<file path="src/rtl/alt_mlab_fifo.sv">
// alt_mlab_fifo: single-clock show-ahead FIFO on MLAB storage.
// A registered write stage feeds the MLAB one edge after a push, and a
// registered head word is loaded from the asynchronous read port.
// Total capacity is DEPTH memory words plus the output register.

module alt_mlab #(
   parameter int        WIDTH       = 64,
   parameter int        ADDR_WIDTH  = 5,
   parameter logic      SIM_EMULATE = 1'b0
) (
   input  logic                  wclk,
   input  logic                  wena,
   input  logic [ADDR_WIDTH-1:0] waddr_reg,
   input  logic [WIDTH-1:0]      wdata_reg,
   input  logic [ADDR_WIDTH-1:0] raddr,
   output logic [WIDTH-1:0]      dout
);
   localparam int DEPTH = 1 << ADDR_WIDTH;

   generate
      if (SIM_EMULATE) begin : g_emu
         logic [WIDTH-1:0] mem [DEPTH];
         // Behavioural storage: synchronous write, asynchronous read.
         always_ff @(posedge wclk) begin
            if (wena) begin
               mem[waddr_reg] <= wdata_reg;
            end
         end
         assign dout = mem[raddr];
      end else begin : g_mlab
         (* ramstyle = "MLAB" *) logic [WIDTH-1:0] mem [DEPTH];
         // MLAB-mapped storage: synchronous write, asynchronous read.
         always_ff @(posedge wclk) begin
            if (wena) begin
               mem[waddr_reg] <= wdata_reg;
            end
         end
         assign dout = mem[raddr];
      end
   endgenerate
endmodule

module alt_mlab_fifo #(
   parameter int   WIDTH       = 64,
   parameter int   ADDR_WIDTH  = 5,
   parameter int   AF_THRESH   = (1 << ADDR_WIDTH) - 2,
   parameter logic SIM_EMULATE = 1'b0
) (
   input  logic                  clk,
   input  logic                  arst,
   input  logic                  flush,
   input  logic [WIDTH-1:0]      din,
   input  logic                  din_valid,
   output logic                  din_ready,
   output logic [WIDTH-1:0]      dout,
   output logic                  dout_valid,
   input  logic                  dout_ready,
   output logic [ADDR_WIDTH:0]   used,
   output logic                  almost_full
);
   localparam int                 CW       = ADDR_WIDTH + 1;
   localparam logic [CW-1:0]      DEPTH_C  = CW'(1 << ADDR_WIDTH);
   localparam logic [CW-1:0]      AF_C     = CW'(AF_THRESH);
   localparam logic [CW-1:0]      CNT_ONE  = CW'(1);
   localparam logic [ADDR_WIDTH-1:0] PTR_ONE = ADDR_WIDTH'(1);

   logic [ADDR_WIDTH-1:0] wptr_r, wptr_commit_r, rptr_r, waddr_r;
   logic                  wena_r;
   logic [WIDTH-1:0]      wdata_r, dout_r, rdata_s;
   logic [CW-1:0]         mem_occ_r, used_r;
   logic                  dout_valid_r, din_ready_r, almost_full_r;

   logic                  push_s, pop_s, readable_s, load_s;
   logic [CW-1:0]         mem_occ_next_s, used_next_s;
   logic                  dout_valid_next_s;

   alt_mlab #(
      .WIDTH       (WIDTH),
      .ADDR_WIDTH  (ADDR_WIDTH),
      .SIM_EMULATE (SIM_EMULATE)
   ) u_mlab (
      .wclk      (clk),
      .wena      (wena_r),
      .waddr_reg (waddr_r),
      .wdata_reg (wdata_r),
      .raddr     (rptr_r),
      .dout      (rdata_s)
   );

   // Handshakes, readability and next-state occupancy/flags.
   always_comb begin
      push_s = din_valid & din_ready_r;
      pop_s  = dout_valid_r & dout_ready;
      // Pointer equality is ambiguous when the memory holds DEPTH committed
      // words, so that case is resolved from the occupancy counter.
      readable_s = (rptr_r != wptr_commit_r) | ((mem_occ_r == DEPTH_C) & ~wena_r);
      load_s = (~dout_valid_r | pop_s) & readable_s;

      mem_occ_next_s = mem_occ_r;
      if (flush) begin
         mem_occ_next_s = '0;
      end else begin
         case ({push_s, load_s})
            2'b10:   mem_occ_next_s = mem_occ_r + CNT_ONE;
            2'b01:   mem_occ_next_s = mem_occ_r - CNT_ONE;
            default: mem_occ_next_s = mem_occ_r;
         endcase
      end

      dout_valid_next_s = dout_valid_r;
      if (flush) begin
         dout_valid_next_s = 1'b0;
      end else if (load_s) begin
         dout_valid_next_s = 1'b1;
      end else if (pop_s) begin
         dout_valid_next_s = 1'b0;
      end else begin
         dout_valid_next_s = dout_valid_r;
      end

      used_next_s = mem_occ_next_s + {{ADDR_WIDTH{1'b0}}, dout_valid_next_s};
   end

   // Write stage: capture the pushed word, commit it to the MLAB next edge.
   always_ff @(posedge clk or posedge arst) begin
      if (arst) begin
         wena_r        <= 1'b0;
         waddr_r       <= '0;
         wdata_r       <= '0;
         wptr_r        <= '0;
         wptr_commit_r <= '0;
      end else if (flush) begin
         wena_r        <= 1'b0;
         wptr_r        <= '0;
         wptr_commit_r <= '0;
      end else begin
         wena_r <= push_s;
         if (push_s) begin
            waddr_r <= wptr_r;
            wdata_r <= din;
            wptr_r  <= wptr_r + PTR_ONE;
         end
         if (wena_r) begin
            wptr_commit_r <= wptr_commit_r + PTR_ONE;
         end
      end
   end

   // Read side: load the head word and advance the read pointer.
   always_ff @(posedge clk or posedge arst) begin
      if (arst) begin
         rptr_r       <= '0;
         dout_r       <= '0;
         dout_valid_r <= 1'b0;
      end else if (flush) begin
         rptr_r       <= '0;
         dout_valid_r <= 1'b0;
      end else begin
         dout_valid_r <= dout_valid_next_s;
         if (load_s) begin
            dout_r <= rdata_s;
            rptr_r <= rptr_r + PTR_ONE;
         end
      end
   end

   // Occupancy counter and registered status flags.
   always_ff @(posedge clk or posedge arst) begin
      if (arst) begin
         mem_occ_r     <= '0;
         used_r        <= '0;
         din_ready_r   <= 1'b0;
         almost_full_r <= 1'b0;
      end else begin
         mem_occ_r     <= mem_occ_next_s;
         used_r        <= used_next_s;
         din_ready_r   <= (mem_occ_next_s < DEPTH_C);
         almost_full_r <= (used_next_s >= AF_C);
      end
   end

   assign din_ready   = din_ready_r;
   assign dout        = dout_r;
   assign dout_valid  = dout_valid_r;
   assign used        = used_r;
   assign almost_full = almost_full_r;
endmodule

</file>
<file path="config.mk">
export PLATFORM = sky130hd
export DESIGN_NAME = alt_mlab_fifo
export DESIGN_NICKNAME = d
export VERILOG_FILES = /design/src/rtl/alt_mlab_fifo.sv
export SDC_FILE = /design/constraint.sdc
export NUM_CORES = 2
export LEC_CHECK = 0
export BUFFER_PORTS_ARGS = -buffer_cell sky130_fd_sc_hd__buf_2
export CELL_PAD_IN_SITES_DETAIL_PLACEMENT = 1
export CELL_PAD_IN_SITES_GLOBAL_PLACEMENT = 1
export CORE_MARGIN = 2
export CORE_UTILIZATION = 56
export CTS_CLUSTER_SIZE = 12
export DETAILED_ROUTE_END_ITERATION = 16
export GPL_TIMING_DRIVEN = 0
export PLACE_DENSITY = 0.82
export SYNTH_ARGS = -nofsm -noshare
export SYNTH_HDL_FRONTEND = slang
export SYNTH_HIERARCHICAL = 1
export SYNTH_SLANG_ARGS = --single-unit
</file>
<file path="constraint.sdc">
create_clock -name clk -period 6.6 [get_ports clk]
set_input_delay 0.99 -clock clk [delete_from_list [all_inputs] [get_ports clk]]
set_output_delay 0.99 -clock clk [all_outputs]
set_load 0.005 [all_outputs]
</file>
* Yosys cells after proc, flatten, opt, wreduce, memory -nomap -nowiden
Memories as Yosys holds them, arrays and structs flattened. A register that Yosys moved wholly into a read port is not among the register bits.
Cells that the tools add are included.
** Operators by class
- Add/subtract/negate cells :: 6
- Multipliers :: 0
- Divide/modulo/power cells :: 0
- $lt $le $gt $ge :: 2
- Eq/ne operators :: 4
- Shifts and indexed selects :: 0
- Multiplexer cells :: 15
- Bitwise logic cells :: 9
- Reductions and logical operators :: 5
** Operators with widths (number)
- 5-bit two-way mux :: 6
- 5-bit by 1-bit adder with 5-bit output (second input constant) :: 3
- 6-bit case mux with 2 select lines :: 1
- 1-bit two-way mux :: 7
- 6-bit by 1-bit adder with 6-bit output :: 1
- 6-bit by 1-bit adder with 6-bit output (second input constant) :: 1
- 6-bit equality test (second input constant) :: 1
- 6-bit by 5-bit greater-or-equal comparator with 1-bit output (second input constant) :: 1
- 6-bit < comparator (second input constant) :: 1
- 6-bit two-way mux :: 1
- 2-bit nonzero test :: 3
- 6-bit by 1-bit subtractor with 6-bit output (second input constant) :: 1
- 5-bit inequality test :: 1
- 1-bit AND :: 4
- 2-bit AND reduction :: 2
- 1-bit NOT :: 3
- 2-bit by 1-bit equality test with 1-bit output (second input constant) :: 1
- 2-bit equality test (second input constant) :: 1
- 1-bit OR :: 2
** Word-level totals
- Register bits :: 100
- Bits in latches :: 0
- Bits in writable memories :: 2048
- ROM bits :: 0
- Bits of input ports :: 69
- Output and inout bits :: 73
- Word-level logic and storage cells :: 53
- Memories :: 1
** Memories
- u_mlab.g_mlab.mem :: words 32, bits a word 64, read ports 1, clocked after memory_dff 1, wr ports 1, RTL line 31 : (* ramstyle = "MLAB" *) logic [WIDTH-1:0] mem [DEPTH];

* Longest topological paths before layout
- Word-level depth :: 9
- Mapped depth :: 14
- Mapped depth without buffers :: 12

* Modules after synthesis
Netlist, hierarchy kept.
** By module, submodules not included
- alt_mlab :: times used 1, cells an instance 3033, area each 77683.3 µm², seq. area each 61499.0 µm²
- alt_mlab_fifo :: times used 1, cells an instance 579, area each 6915.4 µm², seq. area each 4103.9 µm²

* Least setup slack after synthesis
No wires, ideal clock.
- Path kind :: flip-flop to flip-flop
- Start point :: register waddr_r[1]
- End point :: memory u_mlab.g_mlab.mem[28][0], enable pin
- Setup time :: 0.487 ns
- Arrival :: 3.730 ns
- Data required time :: 6.113 ns
- Slack :: 2.384 ns
- Cell stages (with the launch flop) :: 4
- Path buffers :: 1
- Clock period less this slack :: 4.216 ns
- Cell sequence :: dfrtp_1 or3b_2 clkbuf_1 nor2_1
** RTL lines
- start: declaration :: RTL line 67 : logic [ADDR_WIDTH-1:0] wptr_r, wptr_commit_r, rptr_r, waddr_r;
- start signal: assignment :: RTL line 139 : waddr_r <= wptr_r;
- end: declaration :: RTL line 31
No word-level cell before the write port.

* Worst setup path after layout
- Start point :: register rptr_r[3]
- End point :: register dout_r[52] (netlist: dout[52]) (read register of u_mlab.g_mlab.mem)
** On the way
- Longest elaborated chain between the ends :: 4
** RTL lines
- start: declaration :: RTL line 67
- start signal: assignment :: RTL line 162 : rptr_r <= rptr_r + PTR_ONE;
- 5-bit inequality test :: RTL line 96 : readable_s = (rptr_r != wptr_commit_r) | ((mem_occ_r == DEPTH_C) & ~wena_r);
- 1-bit OR :: RTL line 96
- 1-bit AND :: RTL line 97 : load_s = (~dout_valid_r | pop_s) & readable_s;
- 2-bit AND reduction (no line)
- end: declaration :: RTL line 69 : logic [WIDTH-1:0] wdata_r, dout_r, rdata_s;
Parallel ways exist; a longest one is shown, timed or not.
A chain may end at the register's enable or synchronous reset.

==> metrics.txt <==
DIE AREA 154200 sq um; post-synth top area cell edfxtp_1; Routed WL per cell 45.60 microns; Layout Cells excl Fill 6272; fin worst setup slack 1.746 ns; Worst Setup Start Kind flop; Setup TNS Final 0 ns; Vias 45.95k; slew margin rel. -0.1186; storage element area 65600 sq um; router iterations before antenna repair 6; FF-to-FF Start rptr_r[3]; critical-path cell list buf_2, clkbuf_1, clkbuf_1, nand2_1, o22ai_1, a221oi_1, mux2_4; largest net degree at the start of global routing 87; CP max stage delay 1.05 ns; initial antenna violation count 9; final-stage net count 4151; commonest cells in the synthesized netlist edfxtp_1, mux4_2, nand2_1; Lkg Pwr 31.09 nW; Critical Path Most Common Cell clkbuf_1; Worst Path Arrival 5.61 ns; area growth from synthesis to layout 14.45%; Mapped Cells 3612; # port buffers 141; fin area 96820 sq um; Slowest cell on crit path clkbuf_1; CP Capture Type flop; first-pass GRT wire length 394400 microns; reg-to-reg endpoint dout[52]; vias in the first global route 47.44k; root buffer cell clkbuf_16; share of cells above drive strength 1 0.3254; Avg Synthesized Cell Area 23.42 sq um; htree depth 4; Setup Skew 0.02314 ns; Clock transition at path regs 0.07 ns; Multi-input gate area 18250 sq um; clk sinks 2212; FILL cells 11.75k; Worst-Margin Slew 1.678 ns; status finished, violations left; final-report max-slew violation count 66; routed vias/inst 7.326; Mapped Area 84600 sq um; Synth top area share 0.7270; syn_nets 3692; worst reg2reg setup slack 1.75 ns; Initial Util 0.5642; register area share after synthesis 0.7755; Synth async-reset ratio 0.07414; DRC 0; violated checks capacitance limit, slew limit; Std-Cell Rows 142; placed inst area 90220 sq um; CP Buf/Inv Count 3; total wire length 286000 microns; Clock Latency Late Sink 0.87 ns; count leader, synth edfxtp_1; CTS tree yes; Max FO, Critical Path 10; Worst Path Required 7.36 ns; RSZ-0062 raised after global routing false; worst min-delay path class primary input to asynchronous set/reset pin; Syn. warnings 6; Synth Flop Type edfxtp_1; Tmin final 4.854 ns; DP HPWL 161600 microns; clock buffer depth 3; Die Y 392.7 microns; dominant cells by area after synthesis edfxtp_1, mux4_2, dfrtp_1, mux2_4, mux2_2; maximum clock frequency 206.0 MHz; 1st-iter DRT viols 9058; PwrDens 386.4 nW/um^2; Max-cap violations 6; GPL Wtd Cong 0.7799; Placeable Area 150000 sq um; GRT Util Overall 0.3796; critical path's top delay family buffers and inverters; library cells used by synthesis 57; I/O pins 142; VDD IR max 301.6 uV; n_diodes 0; Tcrit/Tclk final 0.7355; CTS resizes 0; r2r worst-path depth 7; final hold vios 0; total gr overflow 0; Setup Slack @ Placement 2.129 ns; CTS Hold Buffers Added 0; FF+latch count, synth 2212; post-route ant nets 0; TritonCTS buffer count 214; Die Wd 392.7 microns; Post-CTS Setup Bufs 0; number of enable flip-flop cells after synthesis 2048; critical path class flop to flop; DP Cell Count 5871; endpoints failing setup 0
-- layout by cell type (no fill, tap or decap), types with 10 or more instances in the layout --
cell type / instances
nand2_1: 218
buf_4: 14
buf_16: 13
dfrtp_1: 164
clkbuf_8: 20
mux4_2: 602
ha_1: 10
o22ai_1: 10
buf_12: 96
edfxtp_1: 2048
mux2_4: 60
nor2_4: 32
a221oi_1: 12
o21ai_0: 10
nor2_1: 28
mux2i_1: 42
clkbuf_1: 202
clkbuf_16: 219
buf_1: 18
buf_2: 208
mux2_2: 78
xor2_1: 18
-- state kept, by name, summed over array words and instances, names as in the netlist --
register	flops
wena_r	1
rptr_r	5
wptr_r	5
u_mlab/g_mlab.mem	2048
din_ready	1
mem_occ_r	6
wptr_commit_r	5
wdata_r	64
used	6
dout	64
almost_full	1
waddr_r	5
dout_valid	1
-- area by class of cell --
type,count,share of cell area
clock inverter,26,0.003399
tap,2016,0.02605
clock buffer,375,0.06472
multi-input combinational,1210,0.1885
inverter,8,0.0003877
sequential,2212,0.6776
timing repair buffer,243,0.02939
buffer,182,0.01003
-- cell families (layout without fill, tap and decap cells) --
kind of cell	Yosys count	count (layout)	share of synthesized area
AO/OA/AOI/OAI	68	68	0.006005
adder cells (fa/ha/maj)	11	11	0.001716
flip-flops	2212	2212	0.7755
multiplexers	783	783	0.1864
buffers and inverters	190	834	0.01173
AND/OR/NAND/NOR	324	324	0.01618
XOR/XNOR	24	24	0.002485
-- worst max-delay path by stage --
stage	slack, ns	cells past startpoint	end	startpoint
after CTS	1.97	7	dout[2]	rptr_r[2]
final	1.75	7	dout[52]	rptr_r[3]
after global placement	-2.58	2	dout[47]	arst
after detailed placement	2.13	8	dout[25]	rptr_r[1]
after floorplan	1.18	1	almost_full	arst
after global routing	1.84	8	dout[25]	rptr_r[1]
-- routing by layer --
metal / up-vias / global-route usage / share of wire
met5: - / 0 / 0.00020
met4: 8 / 0.2162 / 0.070
met3: 1055 / 0.1060 / 0.14
met2: 4955 / 0.5861 / 0.47
met1: 23868 / 0.4907 / 0.32
li1: 16065 / - / -
-- per-stage QoR --
step / utilization / total power, mW / hold WS (ns)
floorplan: - / 22.27 / 0.4586
global placement: 0.5857 / 24.54 / 0.4847
detailed placement: 0.6016 / 25.03 / 0.4883
CTS: 0.6456 / 37.22 / 0.2552
global route: 0.6457 / 38.06 / 0.2352
finish: 0.6457 / 37.41 / 0.1866
-- worst register-to-register path, cell delays in order, from the launching register on --
cell      delay (ns)
dfrtp_1         0.63
buf_2           0.34
clkbuf_1        0.70
clkbuf_1        1.05
nand2_1         0.85
o22ai_1         0.60
a221oi_1        0.19
mux2_4          0.37
-- power by group --
| group | total [mW] | switching, mW | leakage, nW | internal, mW |
|---|---|---|---|---|
| Sequential | 18.7 | 1.59 | 20.6 | 17.1 |
| Combinational | 6.64 | 3.62 | 7.31 | 3.02 |
| Clock | 12.1 | 5.48 | 3.16 | 6.60 |
(Power assumes the default switching activity.)
